`src/rtl/mem_resp_stage_pkg.sv`:
```
// Shared definitions for the memory-response stage: bus widths, field
// layouts and the load alignment helper.
package mem_resp_stage_pkg;

  // Default sideband width; the stage itself is parametrised on PAYLOAD_W.
  localparam int MRS_PAYLOAD_W        = 64;
  // Bus widths excluding the opaque payload.
  localparam int MRS_ES_TO_MS_BASE_WD = 76;
  localparam int MRS_MS_TO_WS_BASE_WD = 70;
  localparam int MRS_ES_TO_MS_BUS_WD  = MRS_PAYLOAD_W + MRS_ES_TO_MS_BASE_WD;
  localparam int MRS_MS_TO_WS_BUS_WD  = MRS_PAYLOAD_W + MRS_MS_TO_WS_BASE_WD;
  localparam int MRS_FWD_BUS_WD       = 39;

  // load_op = {ld_b, ld_h, ld_w, ld_bu, ld_hu}
  localparam int LD_B  = 4;
  localparam int LD_H  = 3;
  localparam int LD_W  = 2;
  localparam int LD_BU = 1;
  localparam int LD_HU = 0;

  // Non-payload part of the EX->MS bus, LSB at pc.
  typedef struct packed {
    logic        mem_req;
    logic [4:0]  load_op;
    logic        gr_we;
    logic [4:0]  dest;
    logic [31:0] alu_result;
    logic [31:0] pc;
  } mrs_es_hdr_t;

  // Picks the addressed byte/half out of the response word and extends it.
  function automatic logic [31:0] mrs_load_align(input logic [4:0]  op,
                                                 input logic [1:0]  addr,
                                                 input logic [31:0] rdata);
    logic [7:0]  b;
    logic [15:0] h;
    logic [31:0] r;
    b = rdata[{addr, 3'b000} +: 8];
    h = rdata[{addr[1], 4'b0000} +: 16];
    r = rdata;
    if (op[LD_B])       r = {{24{b[7]}}, b};
    else if (op[LD_H])  r = {{16{h[15]}}, h};
    else if (op[LD_BU]) r = {24'd0, b};
    else if (op[LD_HU]) r = {16'd0, h};
    return r;
  endfunction

endpackage

```
`src/rtl/mem_resp_stage_resp_fifo.sv`:
```
// Small synchronous FIFO holding data-SRAM responses that arrived before
// MS could use them. Head is visible combinationally on rdata_o.
module resp_fifo #(
  parameter  int DEPTH = 2,
  parameter  int WIDTH = 32,
  localparam int PW    = (DEPTH > 1) ? $clog2(DEPTH) : 1,
  localparam int CW    = $clog2(DEPTH + 1)
) (
  input  logic             clk,
  input  logic             reset,
  input  logic             push_i,
  input  logic             pop_i,
  input  logic             clear_i,
  input  logic [WIDTH-1:0] wdata_i,
  output logic [WIDTH-1:0] rdata_o,
  output logic             full_o,
  output logic             empty_o,
  output logic [CW-1:0]    count_o
);

  logic [DEPTH-1:0][WIDTH-1:0] mem_q;
  logic [PW-1:0]               wr_ptr_q, rd_ptr_q;
  logic [CW-1:0]               cnt_q;
  logic                        do_push, do_pop;

  function automatic logic [PW-1:0] ptr_inc(input logic [PW-1:0] p);
    return (p == PW'(DEPTH - 1)) ? '0 : p + PW'(1);
  endfunction

  assign full_o  = (cnt_q == CW'(DEPTH));
  assign empty_o = (cnt_q == '0);
  assign count_o = cnt_q;
  assign rdata_o = mem_q[rd_ptr_q];
  // A pop in the same cycle frees the slot, so push-while-full is allowed then.
  assign do_push = push_i & (!full_o | pop_i);
  assign do_pop  = pop_i & !empty_o;

  // Pointer and occupancy tracking; clear empties the queue in one cycle.
  always_ff @(posedge clk) begin
    if (reset || clear_i) begin
      wr_ptr_q <= '0;
      rd_ptr_q <= '0;
      cnt_q    <= '0;
    end else begin
      if (do_push) wr_ptr_q <= ptr_inc(wr_ptr_q);
      if (do_pop)  rd_ptr_q <= ptr_inc(rd_ptr_q);
      if (do_push && !do_pop)      cnt_q <= cnt_q + CW'(1);
      else if (do_pop && !do_push) cnt_q <= cnt_q - CW'(1);
    end
  end

  // Storage write; contents are don't-care while not counted.
  always_ff @(posedge clk) begin
    if (do_push && !clear_i) mem_q[wr_ptr_q] <= wdata_i;
  end

endmodule

```
`src/rtl/mem_resp_stage.sv`:
```
// MEM pipeline stage for a data SRAM with addr_ok/data_ok handshake.
// Tracks in-order outstanding requests, buffers early responses, drops
// responses owed to flushed instructions, and aligns/extends load data.
module mem_resp_stage
  import mem_resp_stage_pkg::*;
#(
  parameter int MAX_OUTSTANDING = 2,
  parameter int PAYLOAD_W       = 64
) (
  input  logic                   clk,
  input  logic                   reset,
  input  logic                   ws_allowin,
  output logic                   ms_allowin,
  input  logic                   es_to_ms_valid,
  input  logic [PAYLOAD_W+75:0]  es_to_ms_bus,
  input  logic                   es_req_fire,
  input  logic                   data_sram_data_ok,
  input  logic [31:0]            data_sram_rdata,
  output logic                   ms_req_block,
  output logic                   ms_to_ws_valid,
  output logic [PAYLOAD_W+69:0]  ms_to_ws_bus,
  output logic [MRS_FWD_BUS_WD-1:0] ms_fwd_blk_bus,
  input  logic                   flush
);

  localparam int CW = $clog2(MAX_OUTSTANDING + 1);

  logic                  ms_valid_q;
  logic [PAYLOAD_W+75:0] ms_bus_q;
  logic [CW-1:0]         out_cnt_q, out_cnt_d;
  logic [CW-1:0]         drop_cnt_q, drop_cnt_d;

  mrs_es_hdr_t           hdr;
  logic [PAYLOAD_W-1:0]  payload;
  logic                  live_ok, mem_wait, bypass, ms_ready_go;
  logic                  fifo_push, fifo_pop, fifo_full, fifo_empty;
  logic [31:0]           fifo_head, rdata_sel, ld_result, final_result;
  logic [CW-1:0]         fifo_count;

  assign hdr     = mrs_es_hdr_t'(ms_bus_q[MRS_ES_TO_MS_BASE_WD-1:0]);
  assign payload = ms_bus_q[PAYLOAD_W+75:MRS_ES_TO_MS_BASE_WD];

  // A response is live only when nothing from a flushed instruction is still owed.
  assign live_ok  = data_sram_data_ok & (drop_cnt_q == '0);
  assign mem_wait = ms_valid_q & hdr.mem_req;
  // Response goes straight to WB only when it is the oldest and WB takes it now.
  assign bypass   = mem_wait & fifo_empty & ws_allowin;

  assign ms_ready_go    = !hdr.mem_req | !fifo_empty | live_ok;
  assign ms_allowin     = !ms_valid_q | (ms_ready_go & ws_allowin);
  assign ms_to_ws_valid = ms_valid_q & ms_ready_go;
  assign ms_req_block   = (out_cnt_q == CW'(MAX_OUTSTANDING)) | (drop_cnt_q != '0);

  assign fifo_push = live_ok & !bypass & !flush;
  // Stores pop too: their response carries nothing but must leave the queue.
  assign fifo_pop  = mem_wait & ws_allowin & !fifo_empty & !flush;

  resp_fifo #(.DEPTH(MAX_OUTSTANDING), .WIDTH(32)) u_fifo (
    .clk     (clk),
    .reset   (reset),
    .push_i  (fifo_push),
    .pop_i   (fifo_pop),
    .clear_i (flush),
    .wdata_i (data_sram_rdata),
    .rdata_o (fifo_head),
    .full_o  (fifo_full),
    .empty_o (fifo_empty),
    .count_o (fifo_count)
  );

  assign rdata_sel    = fifo_empty ? data_sram_rdata : fifo_head;
  assign ld_result    = mrs_load_align(hdr.load_op, hdr.alu_result[1:0], rdata_sel);
  assign final_result = (|hdr.load_op) ? ld_result : hdr.alu_result;

  assign ms_to_ws_bus   = {payload, hdr.gr_we, hdr.dest, final_result, hdr.pc};
  assign ms_fwd_blk_bus = {hdr.gr_we & ms_valid_q, hdr.dest, final_result,
                           ms_valid_q & hdr.mem_req & !ms_ready_go};

  // Next outstanding/drop counts; a flush converts everything still owed into drops.
  always_comb begin
    out_cnt_d = out_cnt_q;
    case ({es_req_fire, data_sram_data_ok})
      2'b10:   out_cnt_d = out_cnt_q + CW'(1);
      2'b01:   out_cnt_d = out_cnt_q - CW'(1);
      default: out_cnt_d = out_cnt_q;
    endcase
    drop_cnt_d = drop_cnt_q;
    if (flush)
      drop_cnt_d = out_cnt_d;
    else if (data_sram_data_ok && drop_cnt_q != '0)
      drop_cnt_d = drop_cnt_q - CW'(1);
  end

  // Counter state.
  always_ff @(posedge clk) begin
    if (reset) begin
      out_cnt_q  <= '0;
      drop_cnt_q <= '0;
    end else begin
      out_cnt_q  <= out_cnt_d;
      drop_cnt_q <= drop_cnt_d;
    end
  end

  // Stage valid; flush wins over a handoff from EX.
  always_ff @(posedge clk) begin
    if (reset)           ms_valid_q <= 1'b0;
    else if (flush)      ms_valid_q <= 1'b0;
    else if (ms_allowin) ms_valid_q <= es_to_ms_valid;
  end

  // Stage payload register.
  always_ff @(posedge clk) begin
    if (es_to_ms_valid && ms_allowin && !flush) ms_bus_q <= es_to_ms_bus;
  end

  // Protocol checks: queue overflow and responses nobody asked for.
  always @(posedge clk) begin
    if (!reset) begin
      a_fifo_ovf:  assert (!(fifo_push && fifo_full && !fifo_pop));
      a_spurious:  assert (!(data_sram_data_ok && out_cnt_q == '0));
      a_fifo_cnt:  assert (fifo_count <= CW'(MAX_OUTSTANDING));
    end
  end

endmodule

```
`config.mk`:
```
export PLATFORM = sky130hd
export DESIGN_NAME = mem_resp_stage
export DESIGN_NICKNAME = d
export VERILOG_FILES = /design/src/rtl/mem_resp_stage_pkg.sv /design/src/rtl/mem_resp_stage_resp_fifo.sv /design/src/rtl/mem_resp_stage.sv
export SDC_FILE = /design/constraint.sdc
export NUM_CORES = 1
export LEC_CHECK = 0
export CAP_MARGIN = 20
export CORE_MARGIN = 2
export CORE_UTILIZATION = 46
export CTS_BUF_LIST = sky130_fd_sc_hd__clkbuf_4 sky130_fd_sc_hd__clkbuf_8
export DETAILED_ROUTE_END_ITERATION = 12
export PLACE_DENSITY = 0.8
export SLEW_MARGIN = 0
export SYNTH_ARGS = -nofsm -noshare
export SYNTH_HDL_FRONTEND = slang
export SYNTH_SLANG_ARGS = --single-unit
export TNS_END_PERCENT = 5
```
`constraint.sdc`:
```
create_clock -name clk -period 14.8 [get_ports clk]
set_input_delay 1.48 -clock clk [delete_from_list [all_inputs] [get_ports clk]]
set_output_delay 1.48 -clock clk [all_outputs]
set_load 0.005 [all_outputs]
```
# Yosys cells after proc, flatten, opt, wreduce, memory -nomap -nowiden
# Index checks and enable logic that the tools add are counted.
[op_classes]
add_sub_neg = 7
n_lt_le_gt_ge = 3
eq_ne = 4
n_shift = 2
n_mux = 18
n_bitwise = 20
reduce_logical = 24
[ops]
columns = ["operator", "n"]
rows = [
  ["2-to-1 mux 32 bit", 9],
  ["bitwise mux 64 bit", 1],
  ["demux 32 bit (select 1 bit)", 1],
  ["variable part select 32 x 6 -> 16 bit", 1],
  ["variable part select 32 x 6 -> 8 bit", 1],
  ["AND 1 bit", 15],
  ["logical NOT 1 bit", 9],
  ["2-to-1 mux 2 bit", 4],
  ["logical AND 1 bit", 7],
  ["== test 2 bit, second input constant", 3],
  ["nonzero test 2 bit", 3],
  ["subtractor 2 x 1 -> 2 bit, second input constant", 3],
  ["bitwise OR 1 bit", 5],
  ["OR reduction 5 bit", 1],
  ["adder 2 x 1 -> 2 bit, second input constant", 2],
  ["logical NOT 2 bit", 2],
  ["less-than comparator 1 x 2 -> 1 bit, second input constant", 2],
  ["case mux 2 bit (2 select lines)", 1],
  ["adder 1 bit, second input constant", 2],
  ["== test 2 x 1 -> 1 bit, second input constant", 1],
  ["2-to-1 mux 1 bit", 2],
  ["OR reduction 2 bit", 1],
  [">= comparator 1 bit, second input constant", 1],
  ["logical OR 1 bit", 1],
]
[word_totals]
reg_bits = 213

# Logic depth before layout (Yosys ltp)
# Gate-level depths: netlist (run 1).
[depth]
ltp_word = 11
ltp_mapped = 11
depth_no_buf = 11

# By module
# A second synthesis (run 1) with hierarchy kept.
[hier_totals]
cells_unflattened = 619
hier_area_um2 = 9889.5
[modules_own_cells]
columns = ["module", "instances", "cells_per_inst", "area_each_um2", "seq_area_each_um2"]
rows = [
  ["mem_resp_stage", 1, 494, 7364.6, 4304.1],
  ["resp_fifo", 1, 125, 2524.9, 2001.9],
]

# Least setup slack after synthesis (run 1)
# Ideal clock, no wire load.
[synth_path]
path_type = "input -> register"
from = "in flush"
to = "reg ms_bus_q[0], enable pin"
arrival_ns = 11.875
t_required_ns = 13.960
setup_slack_ns = 2.086
stages = 2
n_path_buf = 1
path_cell_list = "clkbuf_1 nor3b_1"
[synth_via]
elab_chain_len = 2
[synth_lines]
columns = ["element", "line", "rtl"]
rows = [
  ["from (decl)", "mem_resp_stage.sv:23", "input logic flush"],
  ["logical NOT 1 bit", "mem_resp_stage.sv:114", "if (es_to_ms_valid && ms_allowin && !flush) ms_bus_q <= es_to_ms_bus;"],
  ["logical AND 1 bit", "mem_resp_stage.sv:114", ""],
  ["to (signal assigned)", "mem_resp_stage.sv:114", ""],
  ["to (decl)", "mem_resp_stage.sv:29", "logic [PAYLOAD_W+75:0] ms_bus_q;"],
]
# No other way between the ends.
# A chain may end at the register's enable or synchronous reset.

# Final worst setup path (run 1)
[layout_path]
from = "reg u_fifo.rd_ptr_q"
to = "out ms_fwd_blk_bus[12]"
[layout_via]
elab_chain_len = 9
word_cells_on_any_way = 10
classes_between = "shift: 2; mux: 8"
[layout_lines]
columns = ["element", "line", "rtl"]
rows = [
  ["from (decl)", "mem_resp_stage_resp_fifo.sv:22", "logic [PW-1:0] wr_ptr_q, rd_ptr_q;"],
  ["from (signal assigned)", "mem_resp_stage_resp_fifo.sv:46", "if (do_pop) rd_ptr_q <= ptr_inc(rd_ptr_q);"],
  ["2-to-1 mux 32 bit (implied by the code) * (2 in series)", "mem_resp_stage_resp_fifo.sv:33", "assign rdata_o = mem_q[rd_ptr_q];"],
  ["2-to-1 mux 32 bit *", "mem_resp_stage.sv:71", "assign rdata_sel = fifo_empty ? data_sram_rdata : fifo_head;"],
  ["variable part select 32 x 6 -> 16 bit", "mem_resp_stage_pkg.sv:39", "h = rdata[{addr[1], 4'b0000} +: 16];"],
  ["2-to-1 mux 32 bit", "mem_resp_stage_pkg.sv:44", "else if (op[LD_HU]) r = {16'd0, h};"],
  ["2-to-1 mux 32 bit", "mem_resp_stage_pkg.sv:43", "else if (op[LD_BU]) r = {24'd0, b};"],
  ["2-to-1 mux 32 bit", "mem_resp_stage_pkg.sv:42", "else if (op[LD_H]) r = {{16{h[15]}}, h};"],
  ["2-to-1 mux 32 bit *", "mem_resp_stage_pkg.sv:41", "if (op[LD_B]) r = {{24{b[7]}}, b};"],
  ["2-to-1 mux 32 bit *", "mem_resp_stage.sv:73", "assign final_result = (|hdr.load_op) ? ld_result : hdr.alu_result;"],
  ["to (decl)", "mem_resp_stage.sv:22", "output logic [MRS_FWD_BUS_WD-1:0] ms_fwd_blk_bus,"],
]
# Every way passes the cells marked *; elsewhere a longest branch is shown, timed or not. The select of a mux whose other input is x is not followed.

==> metrics.txt, run 1 <==
status=finished, final reports clean; CP delay by family, top=buffers and inverters; multi-input logic area=2060 µm²; # IOs=355; Place WS=9.47 ns; Max Cap Viol=0; Max VDD drop=121 µV; TritonCTS clock tree=done; cts bufs inserted=37; via count=6,004; Final WS setup=9.39 ns; Rows=52; clock-pin transition on the worst setup and hold timing paths=0.05 ns; die height=148 µm; reg2reg setup slack=11.94 ns; initial core utilization=0.471; Hold Path Cell Cnt=2; chip width=148 µm; Iteration-0 DRC Markers=350; Worst Reg-to-Reg Cells=9; Nets=1,088; unrepaired setup endpoints after global routing=no; Core ar.=20,300 µm²; RR Startpoint=drop_cnt_q[0]; RD Place Congestion=0.815; Routed WL=25.1 mm; H-tree depth=2; CP arrival=3.93 ns; clock buffer depth=3; Worst Setup Start Kind=flip-flop; aggregate global routing overflow=0; DRT antenna net count=0; Synth Register Bits=213; Top FF cell, synth=edfxtp_1; WL per Instance=20.8 µm; Post-Route Setup TNS=0 ns; number of global-route vias before repair=6,226; Cell Area, Placed=12,300 µm²; commonest non-fill, non-tap cell in the layout=clkdlybuf4s50_1; Synth cell types=40; Worst-Margin Slew=0.930 ns; Hold/Removal Path Class=flip-flop to flip-flop; CP endpoint kind=output pin; skew final=0.0310 ns; Hold Path Origin=out_cnt_q[1]; Seq pwr share=0.487; register area share after synthesis=0.660; post-layout min period=5.41 ns; FFs w/ async S/R, synth=0; clock power share=0.361; total track usage=0.225; commonest non-fill, non-tap cells in the layout=354 x clkdlybuf4s50_1, 204 x edfxtp_1, 42 x mux2i_1; Mapped Nets=848; Avg Cell Area, Syn=14.4 µm²; power density over the cells=110 nW/µm²; reg-to-reg endpoint=ms_bus_q[10]; setup violators final=0; hold buffer count at cts=0; pin count of the biggest net entering global routing=93; peak per-stage delay on the critical path=0.76 ns; Sw Share=0.229; share of layout cells above drive strength 1=0.115; post-layout util=0.645; Sequential cell area=6310 µm²; critical path class=flip-flop to output pin; die area=21,900 µm²; critical path fanouts, max=20; Ys Warns=0; number of gates resized after cts=0; Post-Syn Instances=666; Final Hold Fails=0; root buffer cell=clkbuf_8; Comb pwr share=0.152; P&R area growth vs syn=36.9%; Sink Count=213; first-pass GRT wire length=36.8 mm; DRC=0; initial antenna violation count=1; Crit path required time=13.32 ns; Leak=4.53 nW; Worst slew margin=0.380; internal power=0.00111 W; Detailed Place HPWL=18.3 mm; WHS Endpoint=out_cnt_q[1]; drt via density=4.99; CP cell instances=buf_4 -> mux2_2 -> mux4_2 -> and3_1 -> a31oi_4 -> a31oi_1 -> clkdlybuf4s50_1; fin crit share=0.366; First-pass DRT Iterations=6; Netlist Area Pre-Place=9560 µm²; Pins Over Slew Limit=0; Switching Power=0.000330 W; CP Buf/Inv Count=2; fin area=13,100 µm²; Post-synth EDFFs=204; CP max-delay cell=dfxtp_1; # fillers=1,540; clk_lat worst skew=0.52 ns; Max Clk Rate=0.185 GHz; IO buf count=354; postcts setup bufs=0
## power groups by stage
stage	clock (W)	combinational (W)	sequential, W
final	0.000521	0.000219	0.000702
after global routing	0.000558	0.000235	0.000705
after CTS	0.000533	0.000220	0.000703
after detailed placement	0	0.000218	0.000715
after global placement	0	0.000215	0.000713
after floorplan	0	0.000106	0.000717
## area by class of cell
class,instances,share of cell area
antenna,1,0.000191
timing repair buffer,363,0.277
sequential,213,0.482
clock buffer,45,0.0435
tap,270,0.0258
clock inverter,20,0.0107
inverter,12,0.00344
multi-input combinational,279,0.157
## flip-flops by register name, indices dropped and copies added, names as in the netlist
name / flops
u_fifo.wr_ptr_q: 1
ms_bus_q: 140
u_fifo.rd_ptr_q: 1
out_cnt_q: 2
ms_valid_q: 1
u_fifo.mem_q: 64
u_fifo.count_o: 2
drop_cnt_q: 2
## stage by stage
step	cells	power, W	hold slack, ns
6_report	1203	0.00144	0.538
5_1_grt	1202	0.00150	0.607
4_1_cts	1201	0.00146	0.553
3_5_place_dp	1136	0.000933	0.544
3_3_place_gp	1136	0.000928	0.498
2_1_floorplan	666	0.000824	0.470
## worst min-delay path, delay by kind of cell, from the launching register on
kind | cells | cell delay (ns)
DFF | 1 | 0.32
AOI/OAI and AO/OA | 2 | 0.15
## how the worst max path moves through the flow
stage | cells after the start | slack, ns | endpoint | startpoint
floorplan | 2 | 2.09 | ms_bus_q[0] | flush
global placement | 6 | 9.50 | ms_fwd_blk_bus[12] | data_sram_rdata[31]
detailed placement | 6 | 9.47 | ms_fwd_blk_bus[12] | data_sram_rdata[31]
CTS | 7 | 9.33 | ms_fwd_blk_bus[12] | u_fifo.rd_ptr_q
global route | 7 | 9.20 | ms_fwd_blk_bus[12] | u_fifo.rd_ptr_q
finish | 7 | 9.39 | ms_fwd_blk_bus[12] | u_fifo.rd_ptr_q
## cell families after synthesis
family          synth area share
compound gates            0.0576
xor+xnor                 0.00825
fa+ha+maj                0.00393
buf+inv                    0.127
flops                      0.660
mux                       0.0923
simple gates              0.0511
## synthesized netlist by cell type, types with 2 or more instances
cell type | number | area (µm²)
mux2_2 | 31 | 349
and2_1 | 3 | 18.8
nor3_1 | 9 | 45.0
edfxtp_1 | 204 | 6130
xnor2_1 | 5 | 43.8
inv_1 | 12 | 45.0
buf_2 | 8 | 40.0
nor2_1 | 42 | 158
o21ai_0 | 23 | 115
buf_6 | 4 | 45.0
nand3_1 | 12 | 60.1
clkbuf_1 | 9 | 33.8
mux2i_1 | 42 | 420
dfxtp_1 | 9 | 180
a31oi_1 | 4 | 25.0
buf_1 | 2 | 7.51
nand2b_1 | 13 | 81.3
mux4_2 | 4 | 90.1
xor2_1 | 4 | 35.0
a22oi_1 | 5 | 37.5
buf_4 | 139 | 1040
nand2_1 | 18 | 67.6
a21oi_1 | 23 | 115
a22o_1 | 16 | 140
o21a_1 | 4 | 30.0
ha_1 | 3 | 37.5
or3_1 | 5 | 31.3
## layer usage
metal	part of all wire	up-vias	GRT usage
li1	-	2780	-
met1	0.35	2889	0.251
met2	0.53	295	0.397
met3	0.090	40	0.0779
met4	0.030	0	0.0910
met5	0	-	0
(Power assumes the default switching activity.)
==> inputs of run 2 (changes only) <==
==> constraint.sdc (replaced) <==
create_clock -name clk -period 5.05 [get_ports clk]
set_input_delay 0.505 -clock clk [delete_from_list [all_inputs] [get_ports clk]]
set_output_delay 0.505 -clock clk [all_outputs]
set_load 0.005 [all_outputs]
==> metrics.txt, run 2 (same netlist as run 1, synthesis figures left out) <==
status=finished, final reports clean; chip width=148 µm (unchanged); power density over the cells=320 nW/µm² (+190%); share of layout cells above drive strength 1=0.115 (+0.000371); Leak=4.52 nW (-0.18%); Worst slew margin=0.390 (+0.00994); largest registers=ms_bus_q x140, u_fifo.mem_q x64; die height=148 µm (unchanged); Max Clk Rate=0.258 GHz; initial antenna violation count=2 (+1); initial core utilization=0.471 (unchanged); Crit path required time=4.55 ns (-8.77 ns); cts bufs inserted=38 (+2.7%); Routed WL=24.7 mm (-1.6%); clk_lat worst skew=0.51 ns (about the same); die area=21,900 µm² (unchanged); H-tree depth=2 (unchanged); Nets=1,088 (unchanged); unrepaired setup endpoints after global routing=no; Max VDD drop=295 µV (+140%); Hold/Removal Path Class=flip-flop to flip-flop; # IOs=355 (unchanged); RD Place Congestion=0.847 (+4.0%); critical path class=flip-flop to output pin; TritonCTS clock tree=done; Place WS=1.69 ns (-7.77 ns); Final Hold Fails=0 (unchanged); CP cell instances=or3_1 -> nor3_2 -> buf_4 -> a21oi_1 -> a22o_1 -> clkdlybuf4s50_1; aggregate global routing overflow=0 (unchanged); CP max-delay cell=nor3_2; DRC=0 (unchanged); IO buf count=354 (unchanged); Reg with most FFs=ms_bus_q; Core ar.=20,300 µm² (unchanged); post-layout util=0.643 (-0.00166); WL per Instance=20.6 µm (-1.4%); Post-Route Setup TNS=0 ns (unchanged); peak per-stage delay on the critical path=0.69 ns (-0.07 ns); skew final=0.00608 ns (-0.0249 ns); critical path fanouts, max=30 (+50%); Rows=52 (unchanged); M1 WL=8.66 mm (-2.6%); Iteration-0 DRC Markers=364 (+4.0%); drt via density=4.97 (-0.43%); CP arrival=3.37 ns (-0.56 ns); postcts setup bufs=0 (unchanged); commonest non-fill, non-tap cell in the layout=clkdlybuf4s50_1; P&R area growth vs syn=36.6%; via count=5,963 (-0.68%); number of global-route vias before repair=6,114 (-1.8%); WL met3=2.52 mm (+12%); DRT antenna net count=0 (unchanged); DR top layer=met5; CP endpoint kind=output pin; Worst-Margin Slew=0.915 ns (-0.0149 ns); total track usage=0.215 (-0.0108); fin crit share=0.768; first-pass GRT wire length=35.2 mm (-4.4%); DR WL met2=12.7 mm (-3.9%); post-layout min period=3.88 ns; First-pass DRT Iterations=5 (-1); Worst Setup Start Kind=flip-flop; Detailed Place HPWL=18.2 mm (-0.79%); clock-pin transition on the worst setup and hold timing paths=0.06 ns (about the same); Max Cap Viol=0 (unchanged); Final WS setup=1.17 ns (-8.22 ns); setup violators final=0 (unchanged); Pins Over Slew Limit=0 (unchanged); hold buffer count at cts=0 (unchanged); pin count of the biggest net entering global routing=132 (+42%); WHS=0.519 ns (-0.0194 ns); Sink Count=213 (unchanged); clock buffer depth=3 (unchanged); max reg flops=140 (unchanged); root buffer cell=clkbuf_8; commonest non-fill, non-tap cells in the layout=354 x clkdlybuf4s50_1, 204 x edfxtp_1, 42 x mux2i_1; number of gates resized after cts=0 (unchanged); PnR Total Power=0.00418 W (+190%)
==> run 2: power breakdown <==
group	total, W	leakage, nW	switching [W]	internal (W)
clock	0.00148	0.366	0.000667	0.000809
sequential	0.00206	1.96	0.0000282	0.00203
combinational	0.000642	2.19	0.000260	0.000381
total	0.00418	4.52	0.000955	0.00322
==> run 2: final timing paths <==
kind | start | to | slack, ns | cells after the start
max reg2reg | drop_cnt_q[0] | ms_bus_q[34] | 2.37 | 7
min reg2reg | out_cnt_q[1] | out_cnt_q[1] | 0.52 | 2
min | out_cnt_q[1] | out_cnt_q[1] | 0.52 | 2
max | ms_bus_q[73] | ms_fwd_blk_bus[23] | 1.17 | 6
==> run 2: critical path: cells and delay by family (launching register included) <==
| family | cells | cell delay (ns) |
|---|---|---|
| AOI/OAI and AO/OA | 2 | 0.34 |
| and+or+nand+nor | 2 | 1.10 |
| buffers and inverters | 2 | 0.91 |
| DFF | 1 | 0.50 |
==> run 2: per-layer routing <==
metal / GRT usage / up-vias
met1: 0.236 / 2829
met3: 0.0834 / 53
li1: - / 2779
met5: 0 / -
met2: 0.375 / 300
met4: 0.0843 / 2
==> run 2: cell type report <==
| class | count | area, µm² |
|---|---|---|
| fill | 1524 | 7240 |
| sequential | 213 | 6310 |
| timing repair buffer | 362 | 3620 |
| multi-input combinational | 279 | 2060 |
| clock buffer | 45 | 582 |
| tap | 270 | 338 |
| clock inverter | 18 | 108 |
| inverter | 12 | 45.0 |
| antenna | 1 | 2.50 |
==> run 2: metrics by stage <==
| stage | std cells | instance area (µm²) |
|---|---|---|
| global placement | 1136 | 12400 |
| detailed placement | 1136 | 12400 |
| global route | 1199 | 13100 |
| CTS | 1199 | 13100 |
| finish | 1200 | 13100 |
| floorplan | 666 | 9570 |
==> inputs of run 3 (changes only) <==
--- a/config.mk
+++ b/config.mk
@@ -7,10 +7,10 @@
 export LEC_CHECK = 0
 export CAP_MARGIN = 20
 export CORE_MARGIN = 2
-export CORE_UTILIZATION = 46
+export CORE_UTILIZATION = 42
 export CTS_BUF_LIST = sky130_fd_sc_hd__clkbuf_4 sky130_fd_sc_hd__clkbuf_8
 export DETAILED_ROUTE_END_ITERATION = 12
-export PLACE_DENSITY = 0.8
+export PLACE_DENSITY = 0.77
 export SLEW_MARGIN = 0
 export SYNTH_ARGS = -nofsm -noshare
 export SYNTH_HDL_FRONTEND = slang
==> constraint.sdc (replaced) <==
create_clock -name clk -period 3.1 [get_ports clk]
set_input_delay 0.31 -clock clk [delete_from_list [all_inputs] [get_ports clk]]
set_output_delay 0.31 -clock clk [all_outputs]
set_load 0.005 [all_outputs]
==> metrics.txt, run 3 (same netlist as run 1, synthesis figures left out) <==
clock-pin transition on the worst setup and hold timing paths=0.06 ns (about the same); die area=24,000 µm² (+9.3%); Rows=55 (+5.8%); post-layout min period=3.20 ns; Worst-Margin Slew=0.642 ns (-0.273 ns); CP arrival=2.89 ns (-0.48 ns); Reg with most FFs=ms_bus_q; TritonCTS clock tree=done; unrepaired setup endpoints after global routing=yes; Switching Power=0.00164 W (+72%); setup violators final=3 (+3); drt via density=4.94 (-0.69%); Hold/Removal Path Class=input port to flip-flop; Max Cap Viol=0 (unchanged); number of global-route vias before repair=6,409 (+4.8%); DRT antenna net count=0 (unchanged); aggregate global routing overflow=0 (unchanged); Nets=1,117 (+2.7%); initial core utilization=0.425 (-0.0461); Comb pwr share=0.157 (+0.003); status=finished, violations left; Seq pwr share=0.475 (-0.018); Core ar.=22,500 µm² (+11%); clk_lat worst skew=0.54 ns (+0.03 ns); clock buffer depth=3 (unchanged); Cell Area, Placed=12,600 µm² (+1.7%); Sequential cell area=6310 µm² (about the same); RD Place Congestion=0.816 (-3.6%); # IOs=355 (unchanged); cts bufs inserted=39 (+2.6%); critical path fanouts, max=6 (-80%); H-tree depth=2 (unchanged); initial antenna violation count=0 (-2); Max Clk Rate=0.312 GHz; DRC=0 (unchanged); largest registers=ms_bus_q x140, u_fifo.mem_q x64; Detailed Place HPWL=19.5 mm (+6.9%); die height=155 µm (+4.5%); fin area=13,600 µm² (+4.0%); First-pass DRT Iterations=5 (unchanged); max reg flops=140 (unchanged); Sink Count=213 (unchanged); multi-input logic area=2300 µm² (+12%); Worst Reg-to-Reg Cells=7 (unchanged); power density over the cells=519 nW/µm² (+62%); P&R area growth vs syn=42.1%; fin crit share=1.03; internal power=0.00541 W (+68%); Iteration-0 DRC Markers=372 (+2.2%); total track usage=0.210 (-0.00464); pin count of the biggest net entering global routing=69 (-48%); root buffer cell=clkbuf_8; CP endpoint kind=output pin; post-layout util=0.604 (-0.0395); Final WS setup=-0.101 ns (-1.27 ns); n_diodes=0 (-1); share of layout cells above drive strength 1=0.198 (+0.0832); Pins Over Slew Limit=0 (unchanged); WL per Instance=20.7 µm (+0.80%); Worst Setup Start Kind=flip-flop; first-pass GRT wire length=37.5 mm (+6.5%); PnR Total Power=0.00705 W (+69%); skew final=0.0287 ns (+0.0226 ns); Sw Share=0.232 (+0.00367); chip width=155 µm (+4.5%); Max VDD drop=423 µV (+43%); commonest non-fill, non-tap cells in the layout=302 x clkdlybuf4s50_1, 204 x edfxtp_1, 40 x nor2_1, 40 x clkbuf_8, 29 x mux2i_1; # fillers=1,763 (+16%); clock power share=0.368 (+0.015); Worst slew margin=0.571 (+0.181); failing checks=setup timing; Hold Path Cell Cnt=1 (-1); critical path class=flip-flop to output pin; Leak=4.88 nW (+7.8%); Crit path required time=2.79 ns (-1.76 ns); Final Hold Fails=0 (unchanged); Routed WL=25.9 mm (+4.8%); via count=6,159 (+3.3%); IO buf count=354 (unchanged); commonest non-fill, non-tap cell in the layout=clkdlybuf4s50_1
[run 3: cell type report]
| class | count | share of cell area |
|---|---|---|
| Clock buffer | 48 | 0.0450 |
| Clock inverter | 21 | 0.0111 |
| Inverter | 12 | 0.00332 |
| Multi-Input combinational cell | 280 | 0.170 |
| Sequential cell | 213 | 0.465 |
| Tap cell | 285 | 0.0263 |
| Timing Repair Buffer | 389 | 0.280 |
[run 3: path summary, 6_finish.rpt]
| path | startpoint | end | slack, ns |
|---|---|---|---|
| worst max-delay path | u_fifo.rd_ptr_q | ms_to_ws_bus[51] | -0.10 |
| worst min-delay path | es_to_ms_bus[88] | ms_bus_q[88] | 0.33 |
| worst max register to register | u_fifo.count_o[1] | ms_bus_q[16] | 0.87 |
| worst min register to register | out_cnt_q[1] | out_cnt_q[1] | 0.52 |
[run 3: per-stage QoR]
step	hold slack, ns	setup slack [ns]	TNS, ns	cells
finish	0.325	-0.101	-0.222	1248
CTS	0.294	-0.147	-1.27	1248
floorplan	0.387	-1.60	-223.77	666
detailed placement	0.515	0.146	0	1169
global placement	0.504	0.211	0	1169
global route	0.299	-0.210	-2.33	1248
[run 3: per-layer routing]
metal / global-route usage / wire length (µm) / part of all wire / vias to the layer above
met3: 0.0791 / 2390 / 0.092 / 54
met5: 0 / 0 / 0 / -
met1: 0.224 / 9070 / 0.35 / 2963
li1: - / - / - / 2848
met2: 0.376 / 13500 / 0.52 / 294
met4: 0.0838 / 899 / 0.035 / 0
[run 3: worst max-delay path, cell delays in order (launching register included)]
cell	delay, ns
dfxtp_4	0.39
mux2_4	0.32
mux4_2	0.50
buf_6	0.14
mux2i_4	0.27
nand2_4	0.14
buf_6	0.15
a22o_1	0.21
dlygate4sd2_1	0.26
[run 3: timing repair]
item,in CTS,in global routing
buffers inserted,9,0
gates cloned,1,0
setup endpoints to repair,64,58
hold buffers,0,0
resized for setup,105,48
pin swaps,10,4
[run 3: power by group through the flow]
| stage | Clock [W] | Combinational, W | Sequential (W) |
|---|---|---|---|
| 2_1_floorplan | 0 | 0.000518 | 0.00340 |
| 3_3_place_gp | 0 | 0.00107 | 0.00340 |
| 3_5_place_dp | 0 | 0.00109 | 0.00341 |
| 4_1_cts | 0.00267 | 0.00109 | 0.00335 |
| 5_1_grt | 0.00280 | 0.00118 | 0.00336 |
| 6_report | 0.00260 | 0.00111 | 0.00335 |
